**src/rtl/serial_sub_borrow.sv**
```systemverilog
// serial_sub_borrow
// Bit-serial subtractor that computes Diff = A - B - Bin, modulo 2^WIDTH, and the final borrow.
// A single full-subtractor cell handles one bit per clock, least significant bit first.
// Operands are captured on a valid/ready handshake. The result and the borrow are registered
// and change only when an operation completes.

module serial_sub_borrow #(
   parameter int WIDTH = 4
) (
   input  logic             clk,
   input  logic             rst,
   input  logic             start_valid,
   output logic             start_ready,
   input  logic [WIDTH-1:0] A,
   input  logic [WIDTH-1:0] B,
   input  logic             Bin,
   output logic [WIDTH-1:0] Diff,
   output logic             Bout,
   output logic             busy,
   output logic             done
);

   // The counter only needs to reach WIDTH-1. WIDTH is at least 2, so CNT_W is at least 1.
   localparam int CNT_W = $clog2(WIDTH);
   localparam logic [CNT_W-1:0] LAST_BIT = CNT_W'(WIDTH - 1);

   typedef enum logic [1:0] {
      S_IDLE  = 2'd0,
      S_SHIFT = 2'd1,
      S_DONE  = 2'd2
   } state_e;

   state_e            state_q;
   logic [WIDTH-1:0]  a_q;        // minuend; its LSB is the bit being processed
   logic [WIDTH-1:0]  b_q;        // subtrahend; its LSB is the bit being processed
   logic [WIDTH-1:0]  res_q;      // partial difference, filled from the MSB side
   logic [CNT_W-1:0]  cnt_q;      // index of the bit being processed
   logic              br_q;       // borrow into the current bit
   logic [WIDTH-1:0]  diff_q;
   logic              bout_q;
   logic              busy_q;
   logic              done_q;
   logic              ready_q;

   logic              accept;
   logic              diff_bit;
   logic              br_d;
   logic [WIDTH-1:0]  res_d;

   // A request is taken only in IDLE. A reset in the same cycle overrides it.
   assign accept = start_valid && ready_q;

   // Full-subtractor cell for the current bit, plus the next value of the result shift register.
   always_comb begin
      // NOTE: give every always_comb output a default first, so no path can infer a latch.
      diff_bit = 1'b0;
      br_d     = 1'b0;
      res_d    = res_q;
      diff_bit = a_q[0] ^ b_q[0] ^ br_q;
      br_d     = (~a_q[0] & b_q[0]) | (~(a_q[0] ^ b_q[0]) & br_q);
      // Each new bit enters at the MSB. After WIDTH shifts, the first bit sits at bit 0.
      res_d    = {diff_bit, res_q[WIDTH-1:1]};
   end

   // Control FSM and datapath. Every output is driven directly from a register.
   always_ff @(posedge clk) begin
      // NOTE: sequential state uses non-blocking assignments only. Every register reads the
      // pre-edge value of the others, whatever order the statements are written in.
      if (rst) begin
         state_q <= S_IDLE;
         a_q     <= '0;
         b_q     <= '0;
         res_q   <= '0;
         cnt_q   <= '0;
         br_q    <= 1'b0;
         diff_q  <= '0;
         bout_q  <= 1'b0;
         busy_q  <= 1'b0;
         done_q  <= 1'b0;
         ready_q <= 1'b1;
      end else begin
         unique case (state_q)
            S_IDLE: begin
               if (accept) begin
                  a_q     <= A;
                  b_q     <= B;
                  br_q    <= Bin;
                  res_q   <= '0;
                  cnt_q   <= '0;
                  busy_q  <= 1'b1;
                  ready_q <= 1'b0;
                  state_q <= S_SHIFT;
               end
            end

            S_SHIFT: begin
               a_q   <= a_q >> 1;
               b_q   <= b_q >> 1;
               br_q  <= br_d;
               res_q <= res_d;
               cnt_q <= cnt_q + CNT_W'(1);
               if (cnt_q == LAST_BIT) begin
                  // The partial result is published only here, so Diff never shows it.
                  diff_q  <= res_d;
                  bout_q  <= br_d;
                  busy_q  <= 1'b0;
                  done_q  <= 1'b1;
                  state_q <= S_DONE;
               end
            end

            S_DONE: begin
               done_q  <= 1'b0;
               ready_q <= 1'b1;
               state_q <= S_IDLE;
            end

            default: begin
               state_q <= S_IDLE;
               busy_q  <= 1'b0;
               done_q  <= 1'b0;
               ready_q <= 1'b1;
            end
         endcase
      end
   end

   assign start_ready = ready_q;
   assign busy        = busy_q;
   assign done        = done_q;
   assign Diff        = diff_q;
   assign Bout        = bout_q;

endmodule

```
**config.mk**
```make
export PLATFORM = sky130hd
export DESIGN_NAME = serial_sub_borrow
export DESIGN_NICKNAME = d
export VERILOG_FILES = /design/src/rtl/serial_sub_borrow.sv
export SDC_FILE = /design/constraint.sdc
export NUM_CORES = 1
export LEC_CHECK = 0
export BUFFER_PORTS_ARGS = -buffer_cell sky130_fd_sc_hd__buf_4
export CAP_MARGIN = 20
export CORE_ASPECT_RATIO = 0.8
export CORE_MARGIN = 3
export CORE_UTILIZATION = 40
export CTS_CLUSTER_DIAMETER = 80
export DETAILED_ROUTE_END_ITERATION = 8
export GPL_ROUTABILITY_DRIVEN = 0
export PLACE_DENSITY_LB_ADDON = 0.25
export SETUP_SLACK_MARGIN = 0.3
export SYNTH_ARGS = -nofsm -noshare
export SYNTH_HDL_FRONTEND = slang
export SYNTH_SLANG_ARGS = --single-unit
```
**constraint.sdc**
```tcl
create_clock -name clk -period 1.5 [get_ports clk]
set_input_delay 0.075 -clock clk [delete_from_list [all_inputs] [get_ports clk]]
set_output_delay 0.075 -clock clk [all_outputs]
set_load 0.02 [all_outputs]
```
* Word level (Yosys, flattened, before mapping)
Index checks and enable logic that the tools add are counted.
Cells by class: eq/ne operators 5, $add $sub $neg 1, multiplexer cells 20, reduce and logical (&&, ||, !) cells 9, bitwise operators 10
Operators by type and width (count):
- 4-bit one-hot mux with 2 select lines | 3
- 4-bit 2-to-1 mux | 3
- 2-bit AND reduction | 5
- 2-bit one-hot mux with 2 select lines | 2
- 2-bit 2-to-1 mux | 3
- 1-bit one-hot mux with 2 select lines | 3
- 1-bit 2-to-1 mux | 5
- 1-bit NOT | 5
- 2-bit == test, second input constant | 2
- 2-bit inequality test, second input constant | 2
- 1-bit one-hot mux with 3 select lines | 1
- 3-bit AND reduction | 1
- 2-bit by 1-bit adder with 2-bit output, second input constant | 1
- 1-bit bitwise AND | 2
- 2-bit by 1-bit == test with 1-bit output, second input constant | 1
- 2-bit zero test | 1
- 2-bit nonzero test | 1
- 1-bit XOR | 2
- 1-bit logical AND | 1
- 1-bit bitwise OR | 1
Storage, ports and cells: output and inout port bits 8, register bits 25

* Depth between registers and ports, before layout
word-level depth 5, depth in mapped cells 5, mapped depth without buffers 4

* Least setup slack after synthesis
No wires, ideal clock.
path kind register to register, start point reg ready_q, in the netlist start_ready, end point reg b_q[0], setup slack 0.276 ns, data arrival time 1.133 ns, buffers on the path 1, period minus slack after synthesis 1.224 ns, stages on the path, launching flop included 5, path through dfxtp_1 > and3b_1 > clkbuf_1 > nor3_1 > a311oi_1
Between the ends: cells in the longest elaborated chain, start to end 3
Ends and longest elaborated chain:
- start, declared | line 43 | logic ready_q;
- start signal, assigned | line 80 | ready_q <= 1'b1;
- start signal, assigned | line 91 | ready_q <= 1'b0;
- start signal, assigned | line 114 | ready_q <= 1'b1;
- 1-bit logical AND | line 51 | assign accept = start_valid && ready_q;
- 2-bit inequality test (no line)
- 2-bit AND reduction (no line)
- end signal, assigned | line 98 | b_q <= b_q >> 1;
- end, declared | line 35 | logic [WIDTH-1:0] b_q;
No other way between the ends. A chain may end at the register's enable or synchronous reset.

* Worst setup path after layout
start point reg a_q[0], end point reg diff_q[3], in the netlist Diff[3]
Between the ends: cells in the longest elaborated chain, start to end 2
Ends and longest elaborated chain:
- start, declared | line 34 | logic [WIDTH-1:0] a_q;
- start signal, assigned | line 97 | a_q <= a_q >> 1;
- 1-bit XOR (2 in a row) | line 59 | diff_bit = a_q[0] ^ b_q[0] ^ br_q;
- net diff_bit | line 46 | logic diff_bit;
- end signal, assigned | line 104 | diff_q <= res_d;
- end, declared | line 39 | logic [WIDTH-1:0] diff_q;
The timed path passes the listed nets, and every way through them passes these cells.

==> impl_metrics.ini <==
[sta]
layout_min_cycle_time_ns = 1.18
slew_headroom_pct = 84.0
setup_viol = 0
fin_tns_setup_ns = 0
hold_viol = 0
tightest_slew_ns = 0.240
fin_worst_skew_ns = 0.00414
finalCritPeriodShare_pct = 78.9
drv_slew = 0
rsz0062_at_grt = true
fmax_mhz = 845

[min_path]
min_to = a_q[2]
hold_class = in -> reg
whs_path_depth = 3
hp-start = A[2]

[clock_network]
tritoncts = yes
cts.path.max_buffers = 2
clkTransAtPathRegs_ns = 0.13
cts_buffers = 3
clk-insertion-delay-late_ns = 0.31
htree_levels = 1
clockRootBuffer = clkbuf_4
cts.sinks = 24

[layout]
final_common_cell = buf_4
fin_nets = 155
antennaDiodeCount = 0
area_growth_syn_to_layout_pct = 29.8
drive_gt1_share_pct = 30.7
final_cell_mix = buf_4 (25), nand2_1 (23), dfxtp_1 (18)
fill_cells = 206

[logic_synthesis]
postSynthAreaPerCell_um2 = 8.68
ys_types = 26
synth-seq-cells = 24
synth_area_um2 = 998
yosysTopAreaCell = dfxtp_1
ys_warn_count = 0
synthesis.nets = 129
synthCells = 115
synth.area.top_cells = dfxtp_1 (48%), nand2_1 (8.6%), a21oi_1 (6.5%)
ys_seq_area_share_pct = 48.1
synth_top_cell_area_share_pct = 48.1

[drt]
totalWireLength_um = 2140
first_pass_iters = 4
route.detailed.wl_per_inst_um = 12.9
vias = 904
antenna_left = 0
via_per_inst = 5.48
drt_drc_violations_left = 0
drt-initial-drc-count = 31

[worst_setup_path]
cp-end-kind = flop
critPathBufInv = 0
critPathMaxFanout = 2
arrival_ns = 1.44
regToRegStartpoint = a_q[0]
cp_num_cells = 3
critPathTopFamily = adder cells
r2r.worst_path.cells = 3
path_class = reg -> reg
worstPathRequired_ns = 1.76
crit_path_cell_trace = fa_2, nand3_1, a21oi_1
critPathMaxStageDelay_ns = 0.59
reg2reg_to = Diff[3]
critPathLaunchType = flop
regToRegSetupSlack_ns = 0.32
cp_slowest_cell = fa_2

[grt]
grt_pass1_wl_um = 3510
grtUsageTotal_pct = 14.6
grt_antenna_before_repair = 0
grt_pass1_vias = 788
overflow = 0
grt_max_degree = 25

[power]
powerDensity_nw_per_um2 = 988
power_mw = 1.28
pwr-share-comb_pct = 18.4
sequentialPowerShare_pct = 55.2
switching_share_pct = 26.2
netSwitchingPower_uw = 336
clkPwrFrac_pct = 26.5
internal-power_uw = 944
irDropWorstVdd_v = 0.000511
cellLeakagePower_nw = 0.510

[outcome]
status = finished clean

[die]
ios = 20
die_x_um = 61.9
die_h_um = 50.7
row_count = 15
fp.coreArea_um2 = 2250
initial_core_util_pct = 44.3
dieArea_um2 = 3140

[flow_run]
drv_cap = 0

[placement]
port_buffers = 19
dp_hpwl_um = 1470
per-layer routing:
| metal | vias to the layer above | global-route usage, % | part of all wire [%] |
|---|---|---|---|
| li1 | 453 | - | - |
| met1 | 418 | 20.4 | 47 |
| met2 | 31 | 21.8 | 46 |
| met3 | 2 | 4.63 | 6.3 |
| met4 | 0 | 3.18 | 0.84 |
| met5 | - | 0 | 0 |
kinds of logic (layout without fill, tap and decap cells):
family / count (synthesis) / in the layout / share of synthesized area [%]
simple gates: 52 / 52 / 25.3
fa+ha+maj: 2 / 2 / 3.26
buf+inv: 11 / 36 / 6.14
flops: 24 / 24 / 48.1
compound gates: 26 / 26 / 17.2
worst min-delay path: cells and delay by family:
kind / cells / cell delay [ns]
buffers and inverters: 1 / 0.11
AOI/OAI and AO/OA: 1 / 0.08
and+or+nand+nor: 1 / 0.04
cells in the mapped netlist (all sizes together):
cell / number
a211o: 1
a21o: 1
a21oi: 13
a311oi: 7
a31oi: 1
a32oi: 2
and3b: 1
and4bb: 1
buf: 4
clkbuf: 4
dfxtp: 24
fa: 1
ha: 1
inv: 3
nand2: 23
nand2b: 3
nand3: 9
nand3b: 2
nor2: 5
nor2b: 1
nor3: 6
o21ai: 1
or2b: 1
state kept, by name, summed over array words and instances, names as in the netlist:
register     cells
start_ready      1
a_q              4
Bout             1
br_q             1
state_q          2
b_q              4
Diff             4
res_q            3
cnt_q            2
done             1
busy             1
area by class of cell:
cell class | instances | area (µm²) | area share (%)
Clock buffer | 4 | 36.3 | 2.80
Inverter | 3 | 11.3 | 0.869
Multi-Input combinational cell | 80 | 489 | 37.7
Sequential cell | 24 | 490 | 37.8
Tap cell | 25 | 31.3 | 2.41
Timing Repair Buffer | 29 | 238 | 18.3
what timing repair did:
| item | 4_1_cts | 5_1_grt |
|---|---|---|
| endpoints found under the hold margin | 2 | 1 |
| buffers inserted | 1 | 2 |
| setup endpoints to repair | 12 | 19 |
| gates resized for setup | 7 | 7 |
| hold buffers | 2 | 1 |
| pin swaps | 0 | 3 |
power by group through the flow:
stage | logic, mW | clock network [mW] | registers [mW]
floorplan | 0.138 | 0 | 0.716
global route | 0.258 | 0.384 | 0.712
detailed placement | 0.210 | 0 | 0.716
finish | 0.235 | 0.339 | 0.706
global placement | 0.207 | 0 | 0.715
CTS | 0.224 | 0.350 | 0.702
worst max-delay path by stage:
| stage | start | endpoint | slack (ns) |
|---|---|---|---|
| detailed placement | state_q[1] | b_q[0] | 0.22 |
| CTS | state_q[0] | b_q[0] | 0.29 |
| global route | state_q[0] | b_q[0] | 0.26 |
| global placement | state_q[0] | Bout | 0.28 |
| finish | a_q[0] | Diff[3] | 0.32 |
| floorplan | cnt_q[0] | Diff[3] | 0.34 |
metrics by stage:
step / hold WS [ns] / setup slack, ns / area [µm²] / cells / util, %
final: 0.0295 / 0.317 / 1300 / 165 / 57.6
after detailed placement: 0.306 / 0.217 / 1170 / 155 / 51.8
after CTS: 0.0145 / 0.294 / 1250 / 162 / 55.7
after global routing: 0.0112 / 0.265 / 1300 / 165 / 57.6
after global placement: 0.300 / 0.278 / 1170 / 155 / 51.8
after floorplan: 0.147 / 0.338 / 1000 / 115 / -
No activity file was read; power rests on OpenSTA's default activity.
